`src/rtl/csr_access_sequencer.sv`:
```
// rtl/csr_access_sequencer.sv - CSR instruction read-modify-write sequencer
module csr_access_sequencer #(
    parameter int C_XLEN = 32
) (
    input  logic              clk_i,
    input  logic              resetb_i,
    input  logic              clk_en_i,
    input  logic              req_valid_i,
    output logic              req_ready_o,
    input  logic [1:0]        req_op_i,
    input  logic [11:0]       req_addr_i,
    input  logic [C_XLEN-1:0] req_operand_i,
    input  logic              req_wr_suppress_i,
    input  logic              req_rd_suppress_i,
    output logic              csr_rd_o,
    output logic [11:0]       csr_rd_addr_o,
    input  logic [C_XLEN-1:0] csr_rd_data_i,
    input  logic              csr_illegal_rd_i,
    input  logic              csr_illegal_wr_i,
    output logic              csr_wr_o,
    output logic [11:0]       csr_wr_addr_o,
    output logic [C_XLEN-1:0] csr_wr_data_o,
    output logic              rsp_valid_o,
    input  logic              rsp_ready_i,
    output logic [C_XLEN-1:0] rsp_data_o,
    output logic              rsp_exc_o
);

    typedef enum logic [1:0] {
        IDLE = 2'd0,
        READ = 2'd1,
        EVAL = 2'd2,
        RESP = 2'd3
    } state_t;

    localparam logic [1:0] OP_ILL = 2'b00;
    localparam logic [1:0] OP_RW  = 2'b01;
    localparam logic [1:0] OP_RS  = 2'b10;
    localparam logic [1:0] OP_RC  = 2'b11;

    state_t             state;
    state_t             state_nxt;

    logic [1:0]         op_q;
    logic [11:0]        addr_q;
    logic [C_XLEN-1:0]  operand_q;
    logic               rd_sup_q;
    logic               wr_sup_q;
    logic [C_XLEN-1:0]  rsp_data_q;
    logic               rsp_exc_q;

    logic               accept;
    logic               eff_rd_sup;
    logic               eff_wr_sup;
    logic               exc;
    logic [C_XLEN-1:0]  old_value;
    logic [C_XLEN-1:0]  new_value;

    assign accept     = (state == IDLE) && req_valid_i;
    assign eff_rd_sup = (req_op_i == OP_RW) && req_rd_suppress_i;
    assign eff_wr_sup = ((req_op_i == OP_RS) || (req_op_i == OP_RC)) && req_wr_suppress_i;
    assign old_value  = csr_rd_data_i;

    // Exception decision and modified value, meaningful while the file's registered outputs are valid (EVAL)
    always_comb begin
        exc = (op_q == OP_ILL)
            || (!rd_sup_q && csr_illegal_rd_i)
            || (!wr_sup_q && csr_illegal_wr_i);
        case (op_q)
            OP_RS:   new_value = old_value | operand_q;
            OP_RC:   new_value = old_value & ~operand_q;
            default: new_value = operand_q;
        endcase
    end

    // State register; only advances on enabled edges, reset aborts any request in flight
    always_ff @(posedge clk_i or negedge resetb_i) begin
        if (!resetb_i) begin
            state <= IDLE;
        end else if (clk_en_i) begin
            state <= state_nxt;
        end
    end

    // Next-state and strobe decode; strobes are pure functions of state so they hold while clk_en_i is low
    always_comb begin
        state_nxt   = state;
        req_ready_o = 1'b0;
        csr_rd_o    = 1'b0;
        csr_wr_o    = 1'b0;
        rsp_valid_o = 1'b0;
        case (state)
            IDLE: begin
                req_ready_o = 1'b1;
                if (req_valid_i) begin
                    state_nxt = READ;
                end
            end
            READ: begin
                csr_rd_o  = !rd_sup_q;
                state_nxt = EVAL;
            end
            EVAL: begin
                csr_wr_o  = !exc && !wr_sup_q;
                state_nxt = RESP;
            end
            RESP: begin
                rsp_valid_o = 1'b1;
                if (rsp_ready_i) begin
                    state_nxt = IDLE;
                end
            end
            default: begin
                state_nxt = IDLE;
            end
        endcase
    end

    // Request capture at accept and response capture at the end of EVAL
    always_ff @(posedge clk_i or negedge resetb_i) begin
        if (!resetb_i) begin
            op_q       <= OP_ILL;
            addr_q     <= '0;
            operand_q  <= '0;
            rd_sup_q   <= 1'b0;
            wr_sup_q   <= 1'b0;
            rsp_data_q <= '0;
            rsp_exc_q  <= 1'b0;
        end else if (clk_en_i) begin
            if (accept) begin
                op_q      <= req_op_i;
                addr_q    <= req_addr_i;
                operand_q <= req_operand_i;
                rd_sup_q  <= eff_rd_sup;
                wr_sup_q  <= eff_wr_sup;
            end
            if (state == EVAL) begin
                rsp_data_q <= (exc || rd_sup_q) ? '0 : old_value;
                rsp_exc_q  <= exc;
            end
        end
    end

    assign csr_rd_addr_o = addr_q;
    assign csr_wr_addr_o = addr_q;
    assign csr_wr_data_o = (state == EVAL) ? new_value : '0;
    assign rsp_data_o    = rsp_data_q;
    assign rsp_exc_o     = rsp_exc_q;

endmodule

```
`config.mk`:
```
export PLATFORM = sky130hd
export DESIGN_NAME = csr_access_sequencer
export DESIGN_NICKNAME = d
export VERILOG_FILES = /design/src/rtl/csr_access_sequencer.sv
export SDC_FILE = /design/constraint.sdc
export NUM_CORES = 1
export LEC_CHECK = 0
export CAP_MARGIN = 10
export CORE_MARGIN = 1.5
export CORE_UTILIZATION = 46
export DETAILED_ROUTE_END_ITERATION = 6
export GPL_TIMING_DRIVEN = 0
export PLACE_DENSITY = 0.87
export SYNTH_ARGS = -nofsm -noshare
export SYNTH_HDL_FRONTEND = slang
export SYNTH_SLANG_ARGS = --single-unit
```
`constraint.sdc`:
```
create_clock -name clk_i -period 4.1 [get_ports clk_i]
set_clock_uncertainty 0.05 [all_clocks]
set_input_delay 1.23 -clock clk_i [delete_from_list [all_inputs] [get_ports clk_i]]
set_output_delay 1.23 -clock clk_i [all_outputs]
set_load 0.01 [all_outputs]
```
# Word level (Yosys, flattened, before mapping)
# Cells that the tools add are included.
[word_totals] regBits=83 inputBits=87 elab_cells=49
[op_classes] eq_ne=10 muxes=10 bitwise=3 n_reduce_logical=18
[op_table] operator="32-bit 2-to-1 mux" count=2
[op_table] operator="32-bit one-hot mux with 2 select lines" count=1
[op_table] operator="32-bit AND" count=1
[op_table] operator="32-bit NOT" count=1
[op_table] operator="32-bit OR" count=1
[op_table] operator="2-bit == test (second input constant)" count=6
[op_table] operator="2-bit one-hot mux with 4 select lines" count=1
[op_table] operator="1-bit logical AND" count=6
[op_table] operator="2-bit by 1-bit == test with 1-bit output (second input constant)" count=2
[op_table] operator="2-bit logical NOT" count=2
[op_table] operator="1-bit logical OR" count=4
[op_table] operator="1-bit 2-to-1 mux" count=4
[op_table] operator="2-bit 2-to-1 mux" count=2
[op_table] operator="2-bit inequality test (second input constant)" count=2
[op_table] operator="2-bit AND reduction" count=2
[op_table] operator="1-bit logical NOT" count=3
[op_table] operator="3-bit AND reduction" count=1

# Logic depth before layout (Yosys ltp)
# Gate-level depths: netlist of run 1.
[depth] word_depth=7 ltp_mapped=7

# Worst setup path after synthesis of run 1
# OpenSTA, ideal clock, no wires.
[synth_path] path_type="input to output" from="in csr_illegal_wr_i" to="out csr_wr_o" t_arrival_ns=1.764 required_time_ns=2.820 path_slack_ns=1.056 stages=3 cell_sequence="nand2b_1 -> o221ai_1 -> nor3b_1"
[synth_between] elab_chain_len=5
[synth_lines] item="start: declaration" line="19" text="input logic csr_illegal_wr_i,"
[synth_lines] item="1-bit logical AND" line="68" text="|| (!wr_sup_q && csr_illegal_wr_i);"
[synth_lines] item="1-bit logical OR" line="68"
[synth_lines] item="1-bit logical NOT" line="104" text="csr_wr_o = !exc && !wr_sup_q;"
[synth_lines] item="1-bit logical AND" line="104"
[synth_lines] item="1-bit 2-to-1 mux" line="92" text="case (state)"
[synth_lines] item="end: declaration" line="20" text="output logic csr_wr_o,"
# Every way passes these cells.

# Final worst setup path of run 1
# Ends and elaborated chain as after synthesis.

==> results.py, run 1 <==
metrics = {
    "clocking": {
        "clk_pin_slew_ns": 0.07,
        "cts-root-buf": "clkbuf_8",
        "cts_resized": 0,
        "cts_tree": "built",
        "cts_sinks": 83,
        "post_cts_buffers": 0,
        "clockBufferDepth": 2,
        "htreeDepth": 3,
        "hold_buffers": 0,
        "insertion_delay_ns": 0.34,
        "cts_buffers": 9,
    },
    "sta": {
        "grt_setup_unrepaired": "false",
        "tns_ns": 0,
        "min_period_over_period_pct": 98.2,
        "report.final.slew_viol_count": 0,
        "fmax_mhz": 248,
        "period_minus_slack_ns": 4.02,
        "whs_ns": 0.436,
        "slew_headroom_pct": 63.4,
        "hold_viol_final": 0,
        "setup_viol": 0,
        "tightest_slew_ns": 0.549,
    },
    "hold_path": {
        "hold_class": "reg -> reg",
    },
    "routing": {
        "dr.pass1.iters": 4,
        "wl_met1_mm": 4.70,
        "routed_via_density": 5.13,
        "drt_iter0_markers": 108,
        "antenna_left": 0,
        "routedWlPerCell_um": 16.2,
        "vias": 3540,
        "drc": 0,
        "highest_layer": "met4",
        "wirelength_mm": 11.2,
        "wl_met2_mm": 5.67,
        "wl_met3_um": 617,
    },
    "synthesis": {
        "synth.area.top_cells": "dfrtp_1 (50%), mux2_2 (12%), nand2_1 (9.3%)",
        "syn_area_sq_um": 4120,
        "avgSynthCellArea_sq_um": 10.6,
        "syn_nets": 481,
        "yosys.area.top_type": "dfrtp_1",
        "synth_cell_types": 26,
        "synth_top_area_share_pct": 50.4,
        "seq_area_frac_synth_pct": 50.4,
        "synthCells": 389,
        "yosysWarnings": 0,
        "ys_ff_latch": 83,
    },
    "final_layout": {
        "area_growth_pct": 52.1,
        "fillers": 639,
        "fin_area_sq_um": 6270,
        "layout-drive-gt1-share_pct": 16.5,
        "diodes": 0,
        "nets": 672,
    },
    "die": {
        "num_rows": 34,
        "die_w_um": 97.7,
        "die_area_sq_um": 9540,
        "coreArea_sq_um": 8720,
        "die_h_um": 97.7,
        "ios": 180,
        "initial_core_util_pct": 47.3,
    },
    "pwr": {
        "ir_drop_v": 0.000345,
        "power_frac_comb_pct": 53.0,
        "seq_power_share_pct": 33.1,
        "p_sw_w": 0.00153,
        "power.density_nw_per_um2": 710,
        "switching_share_pct": 34.3,
        "leakage_nw": 2.62,
        "clock_power_share_pct": 13.9,
        "internal_power_w": 0.00293,
    },
    "global_route": {
        "antenna_found_initial": 0,
        "grt_overflow_total": 0,
        "grt_pass1_wl_mm": 18.1,
        "track_usage_pct": 24.0,
        "grt_pass1_vias": 3673,
        "grt_start_max_net_pins": 44,
    },
    "critical_path": {
        "crit_path_start_kind": "input pin",
        "crit_path_end_kind": "primary output",
        "crit_type": "in -> out",
        "cp_max_fo": 2,
        "worst_ep_arrival_time_ns": 2.74,
        "cp.required_ns": 2.82,
    },
    "placement": {
        "dpl.hpwl_mm": 8.70,
        "place_area_sq_um": 6070,
        "gp_congestion": 0.822,
        "port_buffers": 179,
    },
    "run": {
        "drv_cap": 0,
    },
    "outcome": {
        "status": "finished clean",
    },
}
cell type report:
type,instances,area (sq um),area share [%]
plain buffers,37,280,4.47
clock buffers,10,138,2.20
clock inverters,3,65.1,1.04
inverters,5,18.8,0.299
multi-input cells,264,1750,27.8
flip-flops and latches,83,2080,33.1
well taps,108,135,2.16
repair buffers,180,1810,28.9
cell families after synthesis:
family | share of synthesized area [%]
AND/OR/NAND/NOR | 16.4
AO/OA/AOI/OAI | 10.7
multiplexers | 13.7
flip-flops | 50.4
buffers and inverters | 7.26
adder cells (fa/ha/maj) | 1.52
synth_stat cells (all sizes together):
| library cell | number |
|---|---|
| mux2 | 48 |
| nor2b | 1 |
| dfrtp | 83 |
| o211ai | 1 |
| buf | 24 |
| clkbuf | 13 |
| mux2i | 1 |
| inv | 5 |
| nor2 | 2 |
| ha | 5 |
| nand2b | 1 |
| o31ai | 1 |
| o21ai | 33 |
| a21boi | 32 |
| nand2 | 102 |
| nor3b | 1 |
| o221ai | 2 |
| and2 | 1 |
| nand3b | 32 |
| nand3 | 1 |
final timing paths:
path | from | end | slack [ns] | cells past startpoint
setup / recovery | csr_illegal_wr_i | csr_wr_o | 0.08 | 5
hold / removal | rsp_data_o[21] | rsp_data_o[21] | 0.44 | 2
setup reg to reg | state[0] | rsp_data_o[9] | 2.27 | 6
hold reg to reg | rsp_data_o[21] | rsp_data_o[21] | 0.44 | 2
max in group asynchronous | resetb_i | operand_q[18] | 2.56 | 2
min in group asynchronous | resetb_i | rsp_data_o[4] | 0.81 | 1
sequential cells by signal (all words and copies together) (netlist names):
register and cells:
csr_rd_addr_o 12, op_q 2, operand_q 32, rd_sup_q 1
rsp_data_o 32, rsp_exc_o 1, state 2, wr_sup_q 1
per-stage QoR:
stage	instances	utilization, %	total power, W	setup slack (ns)
final	690	71.9	0.00445	0.0755
after global routing	690	71.9	0.00475	0.00672
after CTS	690	71.9	0.00449	0.0973
after detailed placement	677	69.6	0.00386	0.116
after global placement	676	69.4	0.00375	-1.16
after floorplan	389	-	0.00265	1.06
placed cells by master (no fill, tap or decap), types with 2 or more instances in the layout:
cell / instances
buf_4: 17
nand2_1: 102
mux2_2: 44
o21ai_1: 30
o221ai_1: 2
nor2_1: 2
clkbuf_2: 2
a21boi_0: 32
buf_6: 3
o21ai_0: 3
mux2_4: 4
buf_2: 5
ha_1: 5
clkdlybuf4s50_1: 178
clkbuf_1: 6
nand3b_1: 32
inv_1: 5
bufinv_16: 2
dfrtp_1: 83
clkbuf_8: 15
routing by layer:
layer,vias to the layer above,global-route usage (%)
li1,1675,-
met1,1723,30.1
met2,123,41.1
met3,19,5.18
met4,0,7.80
met5,-,0
power groups by stage:
| stage | clock [W] | sequential, W | combinational (W) |
|---|---|---|---|
| floorplan | 0 | 0.00152 | 0.00113 |
| global placement | 0 | 0.00145 | 0.00230 |
| detailed placement | 0 | 0.00148 | 0.00237 |
| CTS | 0.000632 | 0.00147 | 0.00239 |
| global route | 0.000675 | 0.00153 | 0.00255 |
| finish | 0.000618 | 0.00148 | 0.00236 |
worst max-delay path, cell delays in order:
cell and delay [ns]:
clkdlybuf4s50_1 0.42, nand2b_1 0.12, o221ai_1 0.14, nor3b_1 0.25
clkdlybuf4s50_1 0.59
(Power assumes the default switching activity.)
==> inputs of run 2 (changes only) <==
--- a/config.mk
+++ b/config.mk
@@ -8,6 +8,7 @@
 export CAP_MARGIN = 10
 export CORE_MARGIN = 1.5
 export CORE_UTILIZATION = 46
+export CTS_CLUSTER_SIZE = 8
 export DETAILED_ROUTE_END_ITERATION = 6
 export GPL_TIMING_DRIVEN = 0
 export PLACE_DENSITY = 0.87
==> results of run 2 <==
Final layout, timing and power as in run 1 (identical DEF).
